`src/rtl/weight_fetch.sv`:
```
// Streams one R x S filter's packed weight words from a 1-cycle-latency BRAM into weight_buffer.
// Build option WEIGHT_FETCH_ZERO_PAD_EN clears the unused low bits of every emitted word.
module weight_fetch #(
   parameter int DATA_WIDTH = 32,
   parameter int ADDR_WIDTH = 12,
   parameter int MAX_DIM    = 5
) (
   input  logic                  CLK,
   input  logic                  RESETN,
   input  logic                  START,
   input  logic [ADDR_WIDTH-1:0] BASE_ADDR,
   input  logic [3:0]            PARAM_R,
   input  logic [3:0]            PARAM_S,
   output logic                  BRAM_EN,
   output logic [ADDR_WIDTH-1:0] BRAM_ADDR,
   input  logic [DATA_WIDTH-1:0] BRAM_DOUT,
   input  logic                  BUF_WR_EN,
   input  logic                  BUF_FULL,
   output logic                  BUF_WR_VALID,
   output logic [DATA_WIDTH-1:0] BUF_WR_DATA,
   output logic                  BUSY,
   output logic                  DONE,
   output logic                  ERR
);

   typedef enum logic [1:0] {S_IDLE, S_FETCH, S_DRAIN} state_t;

   localparam logic [3:0] LP_MAX_DIM = 4'(MAX_DIM);

   state_t                r_state;
   logic [ADDR_WIDTH-1:0] r_base;
   logic [3:0]            r_r;
   logic [3:0]            r_s;
   logic [3:0]            r_n;
   logic [3:0]            r_issued;
   logic [3:0]            r_sent;
   logic                  r_inflight;
   logic [DATA_WIDTH-1:0] r_mem [2];
   logic                  r_wr_ptr;
   logic                  r_rd_ptr;
   logic [1:0]            r_count;
   logic                  r_busy;
   logic                  r_done;
   logic                  r_err;

   logic                  w_legal;
   logic [6:0]            w_r_x5;
   logic [3:0]            w_n;
   logic                  w_pop;
   logic                  w_last;
   logic                  w_issue;
   logic [DATA_WIDTH-1:0] w_head;

   assign w_legal = (PARAM_R != 4'd0) && (PARAM_R <= LP_MAX_DIM) &&
                    (PARAM_S != 4'd0) && (PARAM_S <= LP_MAX_DIM);
   // ceil(R*40/32) == floor((R*5 + 3) / 4)
   assign w_r_x5  = {3'd0, PARAM_R} * 7'd5 + 7'd3;
   assign w_n     = (PARAM_S == 4'd5) ? w_r_x5[5:2] : PARAM_R;

   assign BUF_WR_VALID = (r_state == S_FETCH) && (r_count != 2'd0) && !BUF_FULL;
   assign w_pop        = BUF_WR_VALID && BUF_WR_EN;
   assign w_last       = w_pop && (r_sent == r_n - 4'd1);

   // Crediting this cycle's pop keeps 1 word/cycle while never overfilling the 2-entry FIFO.
   assign w_issue   = (r_state == S_FETCH) && (r_issued < r_n) &&
                      (({1'b0, r_count} + {2'b0, r_inflight} - {2'b0, w_pop}) < 3'd2);
   assign BRAM_EN   = w_issue;
   assign BRAM_ADDR = w_issue ? (r_base + {{(ADDR_WIDTH-4){1'b0}}, r_issued}) : '0;

   assign w_head = r_mem[r_rd_ptr];
   assign BUSY   = r_busy;
   assign DONE   = r_done;
   assign ERR    = r_err;

`ifdef WEIGHT_FETCH_ZERO_PAD_EN
   logic [9:0] w_bits;
   logic [7:0] w_rem;
   logic [7:0] w_keep;

   assign w_bits = {6'd0, r_r} * 10'd40;
   assign w_rem  = 8'(w_bits % 10'(DATA_WIDTH));

   always_comb begin
      w_keep = 8'(DATA_WIDTH);
      if (r_s < 4'd5)
         w_keep = {1'b0, r_s, 3'b000};
      else if ((r_sent == r_n - 4'd1) && (w_rem != 8'd0))
         w_keep = w_rem;
      BUF_WR_DATA = w_head & ({DATA_WIDTH{1'b1}} << (8'(DATA_WIDTH) - w_keep));
   end
`else
   assign BUF_WR_DATA = w_head;
`endif

   always_ff @(posedge CLK or negedge RESETN) begin
      if (!RESETN) begin
         r_state    <= S_IDLE;
         r_base     <= '0;
         r_r        <= '0;
         r_s        <= '0;
         r_n        <= '0;
         r_issued   <= '0;
         r_sent     <= '0;
         r_inflight <= 1'b0;
         r_mem[0]   <= '0;
         r_mem[1]   <= '0;
         r_wr_ptr   <= 1'b0;
         r_rd_ptr   <= 1'b0;
         r_count    <= '0;
         r_busy     <= 1'b0;
         r_done     <= 1'b0;
         r_err      <= 1'b0;
      end else begin
         r_done     <= 1'b0;
         r_err      <= 1'b0;
         r_inflight <= w_issue;

         if (r_inflight) begin
            r_mem[r_wr_ptr] <= BRAM_DOUT;
            r_wr_ptr        <= ~r_wr_ptr;
         end
         if (w_pop) begin
            r_rd_ptr <= ~r_rd_ptr;
            r_sent   <= r_sent + 4'd1;
         end
         r_count <= r_count + {1'b0, r_inflight} - {1'b0, w_pop};
         if (w_issue)
            r_issued <= r_issued + 4'd1;

         case (r_state)
            S_IDLE: begin
               if (START) begin
                  if (!w_legal) begin
                     r_err <= 1'b1;
                  end else if (!BUF_FULL) begin
                     r_base   <= BASE_ADDR;
                     r_r      <= PARAM_R;
                     r_s      <= PARAM_S;
                     r_n      <= w_n;
                     r_issued <= '0;
                     r_sent   <= '0;
                     r_busy   <= 1'b1;
                     r_state  <= S_FETCH;
                  end
               end
            end
            S_FETCH: begin
               if (w_last) begin
                  r_busy  <= 1'b0;
                  r_done  <= 1'b1;
                  r_state <= S_DRAIN;
               end
            end
            S_DRAIN: begin
               r_state <= S_IDLE;
            end
            default: begin
               r_state <= S_IDLE;
            end
         endcase
      end
   end

endmodule

```
`config.mk`:
```
export PLATFORM = sky130hd
export DESIGN_NAME = weight_fetch
export DESIGN_NICKNAME = d
export VERILOG_FILES = /design/src/rtl/weight_fetch.sv
export SDC_FILE = /design/constraint.sdc
export NUM_CORES = 1
export LEC_CHECK = 0
export BUFFER_PORTS_ARGS = -buffer_cell sky130_fd_sc_hd__clkbuf_2
export CAP_MARGIN = 5
export CORE_MARGIN = 2
export CORE_UTILIZATION = 45
export CTS_BUF_LIST = sky130_fd_sc_hd__clkbuf_4 sky130_fd_sc_hd__clkbuf_8
export CTS_CLUSTER_SIZE = 8
export DETAILED_ROUTE_END_ITERATION = 8
export PLACE_DENSITY_LB_ADDON = 0.1
export SYNTH_ARGS = -nofsm -noshare
export SYNTH_HDL_FRONTEND = slang
export SYNTH_SLANG_ARGS = --single-unit
```
`constraint.sdc`:
```
create_clock -name CLK -period 9.5 [get_ports CLK]
set_clock_uncertainty 0.15 [all_clocks]
set_input_delay 0.95 -clock CLK [delete_from_list [all_inputs] [get_ports CLK]]
set_output_delay 0.95 -clock CLK [all_outputs]
set_load 0.1 [all_outputs]
```
Yosys cells after proc, flatten, opt, wreduce, memory -nomap -nowiden. Index checks and enable logic that the tools add are counted.

Bits in registers: 98. Bits of input ports: 57.

Add/subtract/negate cells: 9. Multiply operators: 1. Order comparisons: 7. Equality and inequality tests: 7. Multiplexer cells: 33. Bitwise operators: 5. Reduce and logical (&&, ||, !) cells: 19.

Operators by type and width (count): 32-bit 2-to-1 mux (4); 64-bit bitwise mux (1); 4-bit 2-to-1 mux (11); 32-bit demux with 1-bit select (1); 12-bit by 4-bit adder with 12-bit output (1); 12-bit 2-to-1 mux (1); 1-bit logical AND (10); 1-bit 2-to-1 mux (9); 4-bit by 1-bit adder with 4-bit output, second input constant (2); 4-bit by 3-bit <= comparator with 1-bit output, second input constant (2); 2-bit 2-to-1 mux (4); 2-bit inequality test, second input constant (4); 4-bit AND reduction (2); 4-bit nonzero test (2); 6-bit by 2-bit adder with 6-bit output, second input constant (1); 4-bit by 3-bit multiplier with 6-bit output, second input constant (1); 5-bit AND reduction (1); 4-bit by 3-bit equality test with 1-bit output, second input constant (1); 4-bit equality test (1); 2-bit greater-or-equal comparator, second input constant (2); 4-bit < comparator (1); 1-bit inverter with 2-bit output (2); 2-bit case mux with 2 select lines (1); 2-bit nonzero test (2); other kinds (12) (14).

Depth between registers and ports, before layout. Gate-level depths: netlist of run 1.

Word-level depth: 12. Gate-level depth with buffers: 12. Depth with buffers taken out: 12.

Worst setup path after synthesis of run 1. OpenSTA, ideal clock, no wires.

Path type: input-to-output. From: input port BUF_FULL. To: output port BRAM_ADDR[3]. Arrival: 5.410 ns. Data required time: 8.400 ns. Slack: 2.990 ns. Stages on the path: 11. Buffers on the path: 1. Cells stage by stage: nor4b_4 > ha_1 > inv_1 > ha_1 > inv_1 > fa_1 > inv_1 > nor4_1 > o21ai_1 > clkbuf_1 > a211oi_1.

Longest elaborated chain between the ends: 7.

Ends and longest elaborated chain: from (decl) (RTL line 18) `input logic BUF_FULL,`; 1-bit zero test; 1-bit logical AND (RTL line 60) `assign BUF_WR_VALID = (r_state == S_FETCH) && (r_count != 2'd0) && !BUF_FULL;`; 1-bit logical AND (RTL line 61) `assign w_pop = BUF_WR_VALID && BUF_WR_EN;`; 3-bit by 1-bit subtractor with 3-bit output (RTL line 66) `(({1'b0, r_count} + {2'b0, r_inflight} - {2'b0, w_pop}) < 3'd2);`; 3-bit by 2-bit < comparator with 1-bit output (RTL line 66); 1-bit logical AND (RTL line 65) `assign w_issue = (r_state == S_FETCH) && (r_issued < r_n) &&`; 12-bit 2-to-1 mux (RTL line 68) `assign BRAM_ADDR = w_issue ? (r_base + {{(ADDR_WIDTH-4){1'b0}}, r_issued}) : '0;`; to (decl) (RTL line 15) `output logic [ADDR_WIDTH-1:0] BRAM_ADDR,`.

No other way between the ends.

Final worst setup path of run 1. Ends and elaborated chain as after synthesis.

==> run_results.csv, run 1 <==
group,metric,value,unit
timing,hold_violations,0,
yosys,yosysWarnings,0,
yosys,ys_seq_area_share,50.75,%
critical_path,endpoint,"BRAM_ADDR[3]",
yosys,avgSynthCellArea,12.26,µm²
critical_path,path_class,"in -> out",
critical_path,r2r_slack,5.90,ns
timing,tightest_slew,0.9890,ns
global_routing,overflow,0,
clock_tree,cts_hold_buffers,0,
yosys,async_flop_share,100.0,%
place,io_buffers,105,
route,vias,3248,
timing,setup_tns,0,ns
place,placed_area,5502,µm²
critical_path,r2r_end,"r_issued[3]",
yosys,synth_nets,472,
clock_tree,cts_tree,"built",
critical_path,ff2ff_path_depth,13,
place,gp_congestion,0.7431,
die,die_y,107.6,µm
critical_path,crit_arrival,4.10,ns
route,drc_errors,0,
die,num_io_pins,106,
route,post_drt_wl_per_cell,14.66,µm
timing,fin_crit_sh,54.74,%
place,hpwl,6630,µm
die,design.core.area,10370,µm²
clock_tree,numCtsBuffers,9,
global_routing,antenna_found_initial,0,
final_layout,syn_to_final_growth,18.54,%
critical_path,r2r-start,"r_state[1]",
timing,hold_slack,0.3477,ns
clock_tree,clock_latency,0.35,ns
yosys,ys_ff_latch,98,
hold_path,holdCritPathClass,"reg -> reg",
global_routing,grtUsageTotal,17.03,%
run_status,status,"finished clean",
yosys,yosysUniqueCellTypes,42,
final_layout,n_antenna_cell,0,
clock_tree,htreeDepth,3,
clock_tree,cts.sinks,98,
die,die_x,107.6,µm
yosys,synthCells,394,
yosys,syn_area,4832,µm²
clock_tree,clk_path_buf_depth,2,
final_layout,stdcell_area,5728,µm²
clock_tree,ctsResizeCount,0,
route,dr.pass1.iters,4,
die,rows,37,
yosys,ys.flop_type,"dfrtp_1",
route,drt.antenna.violating_nets,0,
critical_path,worst_ep_required_time,8.40,ns
final_layout,fin_util,55.24,%
flow_run,drv_cap,0,
timing,max_freq,0.1923,GHz
global_routing,grt_pass1_wl,15600,µm
die,die_area,11580,µm²
hold_path,worstHoldStart,"r_mem[45]",
final_layout,drive_gt1_share,44.73,%
clock_tree,cts_root_buf,"clkbuf_8",
timing,min_period,5.200,ns
global_routing,grt_max_degree,56,
timing,slew_headroom,33.93,%
route,wirelength,9369,µm
yosys,synth_enable_flop_cells,0,
die,initial_core_util,46.60,%
critical_path,worstSetupEndpointType,"primary output",
final_layout,nets,576,
timing,setup_viol,0,
critical_path,cp-start-kind,"input pin",
critical_path,crit_fanout,17,
timing,rsz0062_at_grt,"false",
clock_tree,postCtsSetupBuffers,0,
timing,slew_violations,0,
critical_path,startpoint,"BUF_FULL",
global_routing,grt_pass1_vias,3282,
route,dr.first_iter.drc_count,111,
clock_tree,path_clk_slew,0.09,ns
route,viasPerCell,5.083,
[how the worst min path moves through the flow]
stage                     depth (start not counted)   endpoint  slack, ns
after floorplan                                   2  r_base[0]       0.30
after global placement                            1  r_mem[45]       0.31
after detailed placement                          2  r_base[3]       0.32
after CTS                                         2  r_base[2]       0.35
after global routing                              1  r_mem[45]       0.36
final                                             1  r_mem[45]       0.35
[state kept, by name, summed over array words and instances (netlist names)]
name        count
BUSY            1
r_mem          64
r_wr_ptr        1
r_inflight      1
r_n             4
r_count         2
r_rd_ptr        1
ERR             1
r_base         12
r_sent          4
r_issued        4
r_state         2
DONE            1
[worst max-delay path, cell delays in order]
cell and delay, ns:
clkbuf_2 0.12, nor4b_4 0.60, ha_1 0.35, inv_1 0.06, ha_1 0.13, inv_1 0.05
fa_1 0.47, inv_1 0.05, nor4_1 0.27, o21ai_1 0.10, buf_4 0.21, a211oi_1 0.21
clkbuf_2 0.50
[placed cells by master, fill, tap and decap left out, drive strengths merged, types with 2 or more instances in the layout]
cell	instances
nor3	6
ha	18
and2	2
bufinv	2
clkbuf	115
nand2b	2
nor4	3
a21o	2
mux2i	3
a211oi	3
dfrtp	98
nor2b	3
fa	3
nand3	6
mux2	96
buf	5
or3	3
a21oi	8
xor2	7
nor2	14
xnor2	14
nor4b	3
inv	13
a31oi	2
nand2	45
o21ai	14
a211o	2
[layer usage]
metal | vias to the layer above | routed length (µm) | share of wire [%] | global-route usage (%)
li1 | 1581 | - | - | -
met1 | 1579 | 4230 | 45 | 22.00
met2 | 73 | 4533 | 48 | 28.53
met3 | 15 | 475 | 5.1 | 3.692
met4 | 0 | 129 | 1.4 | 5.495
met5 | - | 0 | 0 | 0
[layout make-up]
class / instances / area (µm²)
well taps: 136 / 170.2
flip-flops and latches: 98 / 2452
fillers: 925 / 4642
clock inverters: 5 / 87.58
multi-input cells: 268 / 2276
repair buffers: 109 / 558.0
clock buffers: 11 / 138.9
inverters: 12 / 45.04
[cells in the mapped netlist, drive strengths merged, types with 7 or more instances]
cell    number  area [µm²]
a21oi        8       40.04
dfrtp       98        2452
clkbuf       8       30.03
o21ai       14       70.06
buf          8       36.28
xor2         7       61.31
mux2        96        1081
nor2        14       52.55
xnor2       14       122.6
nand2       45       176.4
inv         12       45.04
ha          18       225.2
[per-stage QoR]
step / instances / worst slack, ns
after floorplan: 394 / 2.990
after global placement: 623 / 4.425
after detailed placement: 623 / 4.309
after CTS: 639 / 4.289
after global routing: 639 / 4.062
final: 639 / 4.300
[kinds of logic (layout without fill, tap and decap cells)]
family / Yosys count / count (layout) / share of synthesized area (%)
flops: 98 / 98 / 50.75
mux: 99 / 99 / 22.99
buf+inv: 28 / 137 / 2.304
fa+ha+maj: 21 / 21 / 5.904
compound gates: 35 / 35 / 4.454
simple gates: 92 / 92 / 9.788
xor+xnor: 21 / 21 / 3.806
Power of run 1 is left out: the tool's default activity adds up to more than one toggle a clock period on the data nets, which glitch-free logic cannot reach.
==> inputs of run 2 (changes only) <==
clock period = 4.8 ns   (was 9.5 ns; I/O delays follow)
==> run 2 against run 1 <==
Compared with the run above: cell count increased by 0.16%; register-to-register slack got worse by 4.5 ns; first-iteration DRC count down 48%; sequential share of layout area down 0.084 points; setup slack got worse by 4.0 ns; utilization grew 0.11 points; via count down 0.71%; sequential cell count did not move; wire length fell by 0.90%; non-clock buffer count up 2; critical path depth did not move; global-route usage shrank 0.11 points.
==> run_results.csv, run 2 (synthesis gave the netlist of run 1 again) <==
group,metric,value,unit
route,dr.first_iter.drc_count,58,
route,dr.pass1.iters,5,
global_routing,grt_pass1_wl,15330,µm
route,post_drt_wl_per_cell,14.51,µm
clock_tree,htreeDepth,3,
timing,slew_headroom,34.38,%
place,gp_congestion,0.7880,
final_layout,layout_commonest_cell,"clkbuf_2",
route,vias,3225,
route,viasPerCell,5.039,
critical_path,cp-start-kind,"register",
clock_tree,ctsResizeCount,0,
clock_tree,numCtsBuffers,9,
die,die_area,11580,µm²
timing,hold_slack,0.1578,ns
global_routing,grt_pass1_vias,3203,
final_layout,syn_to_final_growth,18.77,%
final_layout,nets,578,
flow_run,drv_cap,0,
route,wirelength,9285,µm
timing,fin_crit_sh,93.33,%
critical_path,r2r_end,"r_issued[3]",
route,drc_errors,0,
timing,setup_viol,0,
critical_path,crit_fanout,9,
die,design.core.area,10370,µm²
timing,tightest_slew,0.9821,ns
clock_tree,clk_path_buf_depth,2,
clock_tree,clock_latency,0.35,ns
global_routing,overflow,0,
critical_path,r2r-start,"r_state[1]",
critical_path,worstSetupEndpointType,"primary output",
die,rows,37,
final_layout,stdcell_area,5739,µm²
critical_path,startpoint,"r_state[1]",
timing,slew_violations,0,
route,drt.antenna.violating_nets,0,
final_layout,largest_reg_flops,64,
place,placed_cells,624,
timing,min_period,4.480,ns
clock_tree,cts_tree,"built",
final_layout,finalNonFillerCells,640,
place,placed_area,5514,µm²
timing,max_freq,0.2232,GHz
global_routing,grt_max_degree,53,
critical_path,endpoint,"BRAM_ADDR[7]",
final_layout,top_register,"r_mem",
die,die_y,107.6,µm
clock_tree,postCtsSetupBuffers,0,
timing,rsz0062_at_grt,"false",
critical_path,crit_arrival,3.85,ns
global_routing,grtUsageTotal,16.92,%
hold_path,holdCritPathClass,"in -> reg",
final_layout,layout_common_cells,"clkbuf_2, dfrtp_1, mux2_2",
place,io_buffers,105,
critical_path,path_class,"reg -> out",
clock_tree,cts_hold_buffers,1,
critical_path,worst_ep_required_time,4.17,ns
final_layout,fin_util,55.35,%
critical_path,r2r_slack,1.39,ns
die,num_io_pins,106,
timing,hold_violations,0,
place,hpwl,6579,µm
final_layout,drive_gt1_share,44.84,%
clock_tree,cts_root_buf,"clkbuf_8",
final_layout,n_antenna_cell,0,
clock_tree,cts.sinks,98,
final_layout,top_regs,"r_mem x64, r_base x12",
die,die_x,107.6,µm
die,initial_core_util,46.60,%
critical_path,ff2ff_path_depth,12,
run_status,status,"finished clean",
clock_tree,path_clk_slew,0.09,ns
global_routing,antenna_found_initial,0,
## run 2: critical path: stages, from the launching register on
cell and delay, ns:
dfrtp_1 0.40, nand2b_4 0.17, nor4b_4 0.30, ha_1 0.29, inv_1 0.06, ha_1 0.13, inv_1 0.05, fa_1 0.47
inv_1 0.05, nor4_1 0.36, o21ai_1 0.35, buf_4 0.29, a21oi_1 0.12, clkbuf_2 0.47
## run 2: final cells by class
| class | count | area [µm²] |
|---|---|---|
| Fill cell | 911 | 4631 |
| Sequential cell | 98 | 2452 |
| Multi-Input combinational cell | 268 | 2281 |
| Timing Repair Buffer | 111 | 575.6 |
| Tap cell | 136 | 170.2 |
| Clock buffer | 9 | 123.9 |
| Clock inverter | 6 | 91.34 |
| Inverter | 12 | 45.04 |
## run 2: worst min-delay path by stage
stage,from,end,slack (ns),cells after the start
after detailed placement,r_base[0],r_base[0],0.32,2
final,BASE_ADDR[10],r_base[10],0.16,3
after floorplan,RESETN,BUSY,0.03,0
after global routing,BASE_ADDR[5],r_base[5],0.15,3
after CTS,BASE_ADDR[5],r_base[5],0.14,3
after global placement,r_mem[45],r_mem[45],0.31,1
## run 2: per-layer routing
metal	vias up	GRT usage (%)	wire length [µm]
li1	1579	-	-
met1	1568	22.57	4285
met2	69	27.13	4439
met3	9	3.450	445
met4	0	6.593	114
met5	-	0	0
## run 2: through the flow
stage	worst slack, ns	TNS [ns]
6_report	0.3201	0
5_1_grt	0.03757	0
3_3_place_gp	0.6769	0
3_5_place_dp	0.5871	0
4_1_cts	0.2656	0
2_1_floorplan	-0.06958	-0.1392
Power of run 2 is left out for the same reason.
